File: src/rtl/hmac_block_seq.sv
// rtl/hmac_block_seq.sv - HMAC pad/block sequencer feeding a word-serial hash core
//
// Purpose:
//   Produces a two-block HMAC pass, one word at a time, most-significant word first.
//   Block 0 is (key XOR pad byte), where the pad byte is 0x36 (mode=0) or 0x5C (mode=1).
//   Block 1 holds the supplied digest, then the 0x80 marker, then zero fill. The last
//   LEN_W bits of block 1 carry the big-endian bit length BLOCK_W+DIGEST_W.
//   key, digest_in and mode are captured when start is accepted in IDLE.
//
// Optional build macro:
//   HMAC_BLOCK_SEQ_GAP_EN - adds parameter BLK_GAP and a GAP state between the blocks.
//   In that state word_valid is low for exactly BLK_GAP cycles.
//
// Ports:
//   clk        - clock; all logic uses the rising edge
//   rst        - synchronous, active-high reset
//   start      - begin a sequence (sampled in IDLE only)
//   mode       - 0 = inner pad 0x36, 1 = outer pad 0x5C
//   key        - BLOCK_W-bit HMAC key, zero-padded by the caller
//   digest_in  - DIGEST_W-bit digest/message placed at the head of block 1
//   word_out   - current output word
//   word_valid - word_out is valid
//   word_ready - core accepts the word; a transfer is word_valid && word_ready
//   blk_first  - with word 0 of each block
//   blk_last   - with word WORDS-1 of each block
//   seq_last   - with the final word of block 1
//   busy       - a sequence is in progress
//   done       - one-cycle pulse after the final transfer

module hmac_block_seq #(
  parameter int WORD_W   = 32,
  parameter int BLOCK_W  = 512,
  parameter int DIGEST_W = 160,
  parameter int LEN_W    = 64
`ifdef HMAC_BLOCK_SEQ_GAP_EN
  ,
  parameter int BLK_GAP  = 80
`endif
) (
  input  logic                clk,
  input  logic                rst,
  input  logic                start,
  input  logic                mode,
  input  logic [BLOCK_W-1:0]  key,
  input  logic [DIGEST_W-1:0] digest_in,
  output logic [WORD_W-1:0]   word_out,
  output logic                word_valid,
  input  logic                word_ready,
  output logic                blk_first,
  output logic                blk_last,
  output logic                seq_last,
  output logic                busy,
  output logic                done
);

  localparam int WORDS = BLOCK_W / WORD_W;
  localparam int CNT_W = (WORDS > 1) ? $clog2(WORDS) : 1;

  localparam logic [CNT_W-1:0] CNT_LAST = CNT_W'(WORDS - 1);
  localparam logic [LEN_W-1:0] LEN_VAL  = LEN_W'(BLOCK_W + DIGEST_W);

  localparam logic [2:0] S_IDLE = 3'd0;
  localparam logic [2:0] S_KEY  = 3'd1;
  localparam logic [2:0] S_MSG  = 3'd2;
  localparam logic [2:0] S_FIN  = 3'd3;
`ifdef HMAC_BLOCK_SEQ_GAP_EN
  localparam logic [2:0] S_GAP  = 3'd4;
  localparam int GAP_W = (BLK_GAP > 1) ? $clog2(BLK_GAP) : 1;
`endif

  logic [2:0]          state;
  logic [CNT_W-1:0]    cnt;
  logic [BLOCK_W-1:0]  key_r;
  logic [DIGEST_W-1:0] digest_r;
  logic                mode_r;
`ifdef HMAC_BLOCK_SEQ_GAP_EN
  logic [GAP_W-1:0]    gap_cnt;
`endif

  logic                xfer;
  logic                cnt_last;
  logic [7:0]          pad_byte;
  logic [WORD_W-1:0]   pad_word;
  logic [BLOCK_W-1:0]  key_sh;
  logic [BLOCK_W-1:0]  msg_blk;
  logic [BLOCK_W-1:0]  msg_sh;

  assign xfer     = word_valid && word_ready;
  assign cnt_last = (cnt == CNT_LAST);

  // --------------------------------------------------------------------------
  // Sequencing
  // --------------------------------------------------------------------------
  always_ff @(posedge clk) begin
    if (rst) begin
      state    <= S_IDLE;
      cnt      <= '0;
      key_r    <= '0;
      digest_r <= '0;
      mode_r   <= 1'b0;
`ifdef HMAC_BLOCK_SEQ_GAP_EN
      gap_cnt  <= '0;
`endif
    end else begin
      case (state)
        S_IDLE: begin
          if (start) begin
            key_r    <= key;
            digest_r <= digest_in;
            mode_r   <= mode;
            cnt      <= '0;
            state    <= S_KEY;
          end
        end
        S_KEY: begin
          if (xfer) begin
            if (cnt_last) begin
              cnt <= '0;
`ifdef HMAC_BLOCK_SEQ_GAP_EN
              // A zero-length gap degenerates to back-to-back blocks.
              state   <= (BLK_GAP > 0) ? S_GAP : S_MSG;
              gap_cnt <= '0;
`else
              state <= S_MSG;
`endif
            end else begin
              cnt <= cnt + 1'b1;
            end
          end
        end
`ifdef HMAC_BLOCK_SEQ_GAP_EN
        S_GAP: begin
          if (gap_cnt == GAP_W'(BLK_GAP - 1)) begin
            gap_cnt <= '0;
            state   <= S_MSG;
          end else begin
            gap_cnt <= gap_cnt + 1'b1;
          end
        end
`endif
        S_MSG: begin
          if (xfer) begin
            if (cnt_last) begin
              cnt   <= '0;
              state <= S_FIN;
            end else begin
              cnt <= cnt + 1'b1;
            end
          end
        end
        S_FIN: begin
          // Start is deliberately not looked at here; a new pass begins from IDLE.
          state <= S_IDLE;
        end
        default: begin
          state <= S_IDLE;
        end
      endcase
    end
  end

  // --------------------------------------------------------------------------
  // Word generation
  // --------------------------------------------------------------------------
  // All outputs derive from registered state only, so they hold steady while
  // the core stalls with word_ready low.
  assign pad_byte = mode_r ? 8'h5C : 8'h36;
  assign pad_word = {(WORD_W/8){pad_byte}};

  // Block 1 image: digest at the top, the 0x80 marker right below it, and the
  // length field in the bottom LEN_W bits. Everything in between is zero.
  assign msg_blk = (BLOCK_W'(digest_r) << (BLOCK_W - DIGEST_W))
                 | (BLOCK_W'(8'h80)    << (BLOCK_W - DIGEST_W - 8))
                 |  BLOCK_W'(LEN_VAL);

  // Bring the selected word to the top of the vector, then take the top slice.
  assign key_sh = key_r   << (int'(cnt) * WORD_W);
  assign msg_sh = msg_blk << (int'(cnt) * WORD_W);

  always_comb begin
    word_out   = '0;
    word_valid = 1'b0;
    case (state)
      S_KEY: begin
        word_out   = key_sh[BLOCK_W-1 -: WORD_W] ^ pad_word;
        word_valid = 1'b1;
      end
      S_MSG: begin
        word_out   = msg_sh[BLOCK_W-1 -: WORD_W];
        word_valid = 1'b1;
      end
      default: begin
        word_out   = '0;
        word_valid = 1'b0;
      end
    endcase
  end

  assign blk_first = word_valid && (cnt == '0);
  assign blk_last  = word_valid && cnt_last;
  assign seq_last  = (state == S_MSG) && cnt_last;
  assign done      = (state == S_FIN);
`ifdef HMAC_BLOCK_SEQ_GAP_EN
  assign busy      = (state == S_KEY) || (state == S_MSG) || (state == S_GAP);
`else
  assign busy      = (state == S_KEY) || (state == S_MSG);
`endif

endmodule

File: config.mk
export PLATFORM = sky130hd
export DESIGN_NAME = hmac_block_seq
export DESIGN_NICKNAME = d
export VERILOG_FILES = /design/src/rtl/hmac_block_seq.sv
export SDC_FILE = /design/constraint.sdc
export NUM_CORES = 2
export LEC_CHECK = 0
export CELL_PAD_IN_SITES_DETAIL_PLACEMENT = 2
export CELL_PAD_IN_SITES_GLOBAL_PLACEMENT = 2
export CORE_MARGIN = 2
export CORE_UTILIZATION = 31
export CTS_CLUSTER_DIAMETER = 120
export DETAILED_ROUTE_END_ITERATION = 6
export PLACE_DENSITY = 0.82
export SYNTH_ARGS = -nofsm -noshare
export SYNTH_HDL_FRONTEND = slang
export SYNTH_SLANG_ARGS = --single-unit
File: constraint.sdc
create_clock -name clk -period 5.6 [get_ports clk]
set_clock_uncertainty 0.15 [all_clocks]
set_input_delay 0.56 -clock clk [delete_from_list [all_inputs] [get_ports clk]]
set_output_delay 0.56 -clock clk [all_outputs]
set_load 0.05 [all_outputs]
**After elaboration in Yosys (flattened, before gate mapping)**

Index checks and enable logic that the tools add are counted.

- Output and inout bits: 38
- Input port bits: 677
- Register bits after elaboration: 680
- Logic and storage cells: 44

- Mux-type cells: 13
- Shift operators: 2
- Bitwise logic cells: 1
- $add $sub $neg: 1
- Equal/unequal tests: 10
- Reductions and logical operators: 12

Operators by type and width:

| cell | count |
|---|---|
| left shift 512 x 9 -> 512 bit | 2 |
| case mux 32 bit (2 select lines) | 1 |
| bitwise XOR 32 x 31 -> 32 bit | 1 |
| two-way mux 3 bit | 5 |
| two-way mux 4 bit | 3 |
| != test 2 bit, second input constant | 5 |
| case mux 3 bit (3 select lines) | 1 |
| case mux 4 bit (2 select lines) | 1 |
| two-way mux 7 bit | 1 |
| == test 3 x 2 -> 1 bit, second input constant | 2 |
| AND reduction 5 bit | 1 |
| adder 4 x 1 -> 4 bit, second input constant | 1 |
| == test 4 bit, second input constant | 1 |
| logical AND 1 bit | 4 |
| logical NOT 4 bit | 1 |
| == test 3 x 1 -> 1 bit, second input constant | 1 |
| logical NOT 3 bit | 1 |
| AND reduction 3 bit | 1 |
| != test 2 x 1 -> 1 bit, second input constant | 1 |
| AND reduction 2 bit | 1 |
| nonzero test 2 bit | 1 |
| OR reduction 2 bit | 1 |
| logical OR 1 bit | 1 |
| two-way mux 1 bit | 1 |

**Depth between registers and ports, before layout**

- Depth in word-level cells: 6
- Depth in mapped cells: 10

**Worst setup path after synthesis**

No wires, ideal clock.

- Path kind: register to output
- From: register state[0]
- To: output word_out[7]
- Data arrival time: 2.667 ns
- Setup slack: 2.223 ns
- Stages on the path, launching flop included: 6
- Required time: 4.890 ns
- Cells stage by stage: dfxtp_1 inv_1 ha_1 clkbuf_1 o211ai_1 o21ai_0

- Cells in the longest elaborated chain, start to end: 2
- Elaborated cells on any way between the ends: 3

Ends and longest elaborated chain:

| item | RTL line | RTL |
|---|---|---|
| start, declared | 71 | `logic [2:0] state;` |
| start signal, assigned | 96 | `state <= S_IDLE;` |
| start signal, assigned | 112 | `state <= S_KEY;` |
| start signal, assigned | 124 | `state <= S_MSG;` |
| == test 3 x 2 -> 1 bit / == test 3 x 1 -> 1 bit (equally long branches) | 183 | `case (state)` |
| case mux 32 bit (2 select lines) (*) | 183 |  |
| end, declared | 46 | `output logic [WORD_W-1:0] word_out,` |

Mark *: on every way between the ends. The rest lies on a longest branch, timed or not.

**Worst setup path after layout**

- From: register cnt[2]
- To: output word_out[7]

- Cells in the longest elaborated chain, start to end: 3
- Elaborated cells on any way between the ends: 4

Ends and longest elaborated chain:

| item | RTL line | RTL |
|---|---|---|
| start, declared | 72 | `logic [CNT_W-1:0] cnt;` |
| start signal, assigned | 127 | `cnt <= cnt + 1'b1;` |
| start signal, assigned | 147 | `cnt <= cnt + 1'b1;` |
| left shift 512 x 9 -> 512 bit | 177 | `assign key_sh = key_r << (int'(cnt) * WORD_W);` |
| bitwise XOR 32 x 31 -> 32 bit | 185 | `word_out = key_sh[BLOCK_W-1 -: WORD_W] ^ pad_word;` |
| case mux 32 bit (2 select lines) (*) | 183 |  |

Marked as above.

==> out/metrics.json <==
{
  "run_status": {"value": "completed"},
  "post-place-cells": {"value": 5157},
  "post-route-drc-count": {"value": 0},
  "yosysWarningCount": {"value": 0},
  "synth_flop_cell": {"value": "sky130_fd_sc_hd__dfxtp_1"},
  "crit_arrival": {"value": 4.30, "unit": "ns"},
  "floorplan.io_pins": {"value": 715},
  "synth-async-reset-ratio": {"value": 0},
  "clock_tree_root_driver_cell": {"value": "sky130_fd_sc_hd__clkbuf_16"},
  "timing.setup.tns": {"value": 0, "unit": "ns"},
  "coreArea": {"value": 0.0930, "unit": "sq mm"},
  "layout.area.seq": {"value": 0.0136, "unit": "sq mm"},
  "detail_route.vias_per_cell": {"value": 5.19},
  "final_layout_size_suffix_gt1_frac": {"value": 0.0923},
  "postSynthRegisterBits": {"value": 679},
  "cp_num_buf_inv": {"value": 2},
  "clock_insertion_delay_worst_skew": {"value": 0.61, "unit": "ns"},
  "tightestPinTransition": {"value": 1.17, "unit": "ns"},
  "drt-wirelength-per-cell": {"value": 26.4, "unit": "um"},
  "finalHoldViolations": {"value": 0},
  "crit_type": {"value": "reg2out"},
  "row_count": {"value": 112},
  "global_route.overflow_total": {"value": 0},
  "synth_edf_count": {"value": 0},
  "total_power": {"value": 16.7, "unit": "mW"},
  "placed_cell_area": {"value": 0.0371, "unit": "sq mm"},
  "critical_path_peak_fanout": {"value": 58},
  "clock_tree.buffer_depth": {"value": 3},
  "worst_path_largest_cell_delay": {"value": 0.99, "unit": "ns"},
  "holdCritPathClass": {"value": "reg2reg"},
  "final_cell_area": {"value": 0.0397, "unit": "sq mm"},
  "die_area": {"value": 0.0961, "unit": "sq mm"},
  "synth_area_leader_cell": {"value": "sky130_fd_sc_hd__dfxtp_1"},
  "post-route-min-period": {"value": 5.01, "unit": "ns"},
  "critical_path.startpoint_type": {"value": "register"},
  "netlist_top_cells_count": {"value": "1,374 x sky130_fd_sc_hd__nand2_1, 679 x sky130_fd_sc_hd__a21oi_1, 679 x sky130_fd_sc_hd__dfxtp_1"},
  "synth.avg_cell_area": {"value": 8.46, "unit": "sq um"},
  "timing.max_slew.rel_slack": {"value": 0.220},
  "rr_worst_depth": {"value": 6},
  "number_of_antenna_violations_at_the_first_check_in_global_routing": {"value": 20},
  "timing.final.setup_violations": {"value": 0},
  "postCtsSetupRepairBufs": {"value": 0},
  "cell_with_the_biggest_individual_delay_on_the_critical_path": {"value": "sky130_fd_sc_hd__clkdlybuf4s50_1"},
  "regToRegSetupSlack": {"value": 2.71, "unit": "ns"},
  "post-synth-top-area-fraction": {"value": 0.468},
  "place_hpwl": {"value": 105, "unit": "mm"},
  "p_leak": {"value": 14.7, "unit": "nW"},
  "crit_required": {"value": 4.89, "unit": "ns"},
  "synth.yosys.seq_area_share": {"value": 0.468},
  "ys_top_cells_by_area": {"value": "sky130_fd_sc_hd__dfxtp_1 47%, sky130_fd_sc_hd__nand2_1 18%, sky130_fd_sc_hd__mux4_2 12%"},
  "critical_path.top_delay_family": {"value": "buffers and inverters"},
  "grt_pass1_wl": {"value": 200, "unit": "mm"},
  "die_x": {"value": 310, "unit": "um"},
  "unrepaired_setup_endpoints_after_global_routing": {"value": "false"},
  "io_buffer_count": {"value": 714},
  "drv.max_cap_violation_count": {"value": 0},
  "drt_iter0_drc": {"value": 1810},
  "post_cts.resized_instances": {"value": 0},
  "totalWireLength": {"value": 140, "unit": "mm"},
  "synthesis.instances": {"value": 3433},
  "synth_nets": {"value": 4118},
  "critical_path.cell_chain": {"value": "buf_4 -> ha_1 -> o211ai_1 -> o21ai_0 -> clkdlybuf4s50_1"},
  "worst_hold_path.num_cells": {"value": 2},
  "area_used_by_multi_input_combinational_logic": {"value": 0.0141, "unit": "sq mm"},
  "count_of_fill_cells_added_during_filler_insertion": {"value": 10200},
  "end_kind": {"value": "output pin"},
  "drtAntennaViolNets": {"value": 0},
  "cts_num_sinks": {"value": 679},
  "place_congestion": {"value": 0.846},
  "fmax": {"value": 200, "unit": "MHz"},
  "fin_crit_sh": {"value": 0.894},
  "critical_path_depth": {"value": 5},
  "htree_num_levels": {"value": 3},
  "drt_pass1_iterations": {"value": 5},
  "cts_hold_buf": {"value": 0},
  "grt_max_degree": {"value": 162},
  "ys_types": {"value": 35},
  "die_h": {"value": 310, "unit": "um"},
  "drv_slew": {"value": 0},
  "floorplan.initialDensity": {"value": 0.312},
  "layout-area-overhead-vs-synth": {"value": 36.7, "unit": "%"},
  "cts-buffers-inserted": {"value": 77},
  "finalNonFillerCells": {"value": 5314},
  "yosys.cell_count.top_type": {"value": "sky130_fd_sc_hd__nand2_1"},
  "finalNetCount": {"value": 4667},
  "total_via_count_in_the_routed_design": {"value": 27600},
  "tritoncts": {"value": "done"},
  "cellPowerDensity": {"value": 421, "unit": "mW/mm^2"},
  "grt_usage": {"value": 0.283},
  "grt_pass1_vias": {"value": 29800},
  "netlist_area_pre_place": {"value": 0.0290, "unit": "sq mm"},
  "path_clk_slew": {"value": 0.06, "unit": "ns"},
  "max-vdd-ir-drop": {"value": 0.227, "unit": "mV"}
}
per-stage QoR:
| step | setup slack [ns] | utilization | hold slack, ns |
|---|---|---|---|
| detailed placement | 1.32 | 0.398 | 0.298 |
| CTS | 0.624 | 0.426 | 0.300 |
| global route | 0.563 | 0.427 | 0.322 |
| global placement | 1.39 | 0.398 | 0.289 |
| finish | 0.594 | 0.427 | 0.302 |
| floorplan | 2.22 | - | 0.283 |
area by class of cell:
class / instances / share of cell area
diodes: 17 / 0.00107
clock buffers: 111 / 0.0563
clock inverters: 29 / 0.00889
inverters: 8 / 0.000819
multi-input cells: 2456 / 0.356
flip-flops and latches: 679 / 0.343
well taps: 1254 / 0.0395
repair buffers: 760 / 0.194
path summary, 6_finish.rpt:
kind,start,end
max reg2reg,state[0],key_r[376]
min reg2reg,key_r[110],key_r[110]
min,key_r[110],key_r[110]
max,cnt[2],word_out[7]
kinds of logic after synthesis:
logic type / Yosys count / share of synthesized area
flops: 679 / 0.468
mux: 266 / 0.158
buf+inv: 298 / 0.0450
fa+ha+maj: 8 / 0.00345
compound gates: 774 / 0.141
simple gates: 1408 / 0.184
worst register-to-register path, stage by stage, from the launching register on:
cell                      delay, ns
sky130_fd_sc_hd__dfxtp_1       0.34
sky130_fd_sc_hd__inv_1         0.11
sky130_fd_sc_hd__ha_1          0.34
sky130_fd_sc_hd__and2_4        0.79
sky130_fd_sc_hd__buf_12        0.49
sky130_fd_sc_hd__nand2_1       0.35
sky130_fd_sc_hd__a21oi_1       0.21
state kept, by name (all words and copies together), names as in the netlist:
| signal | flops |
|---|---|
| key_r | 512 |
| mode_r | 1 |
| state | 2 |
| cnt | 4 |
| digest_r | 160 |
layout by cell type, fill, tap and decap left out, drive strengths merged, types with 2 or more instances in the layout:
master / instances
a22oi: 10
or2: 3
nor2b: 2
nand3: 3
mux4: 152
nand2: 1374
o211ai: 20
nand2b: 4
bufinv: 6
and3: 3
mux2: 25
and2: 3
o22a: 7
dfxtp: 679
clkinvlp: 6
clkbuf: 111
clkdlybuf4s50: 697
buf: 63
o22ai: 18
inv: 8
mux2i: 89
a21o: 8
o21ai: 12
nor3: 3
clkinv: 17
a2bb2oi: 20
nor2: 10
diode: 17
a21oi: 679
ha: 8
layer usage:
layer  part of all wire  vias up  track usage
met1               0.41    13900        0.349
met4              0.034        8       0.0989
met5            0.00039        -            0
met3              0.056      190       0.0499
met2               0.50      777        0.495
li1                   -    12700            -
report_power, final:
| part | switching, mW | internal, mW |
|---|---|---|
| registers | 0.610 | 5.69 |
| clock network | 2.17 | 3.07 |
| logic | 3.27 | 1.89 |
Power figures use the tool's default switching activity.
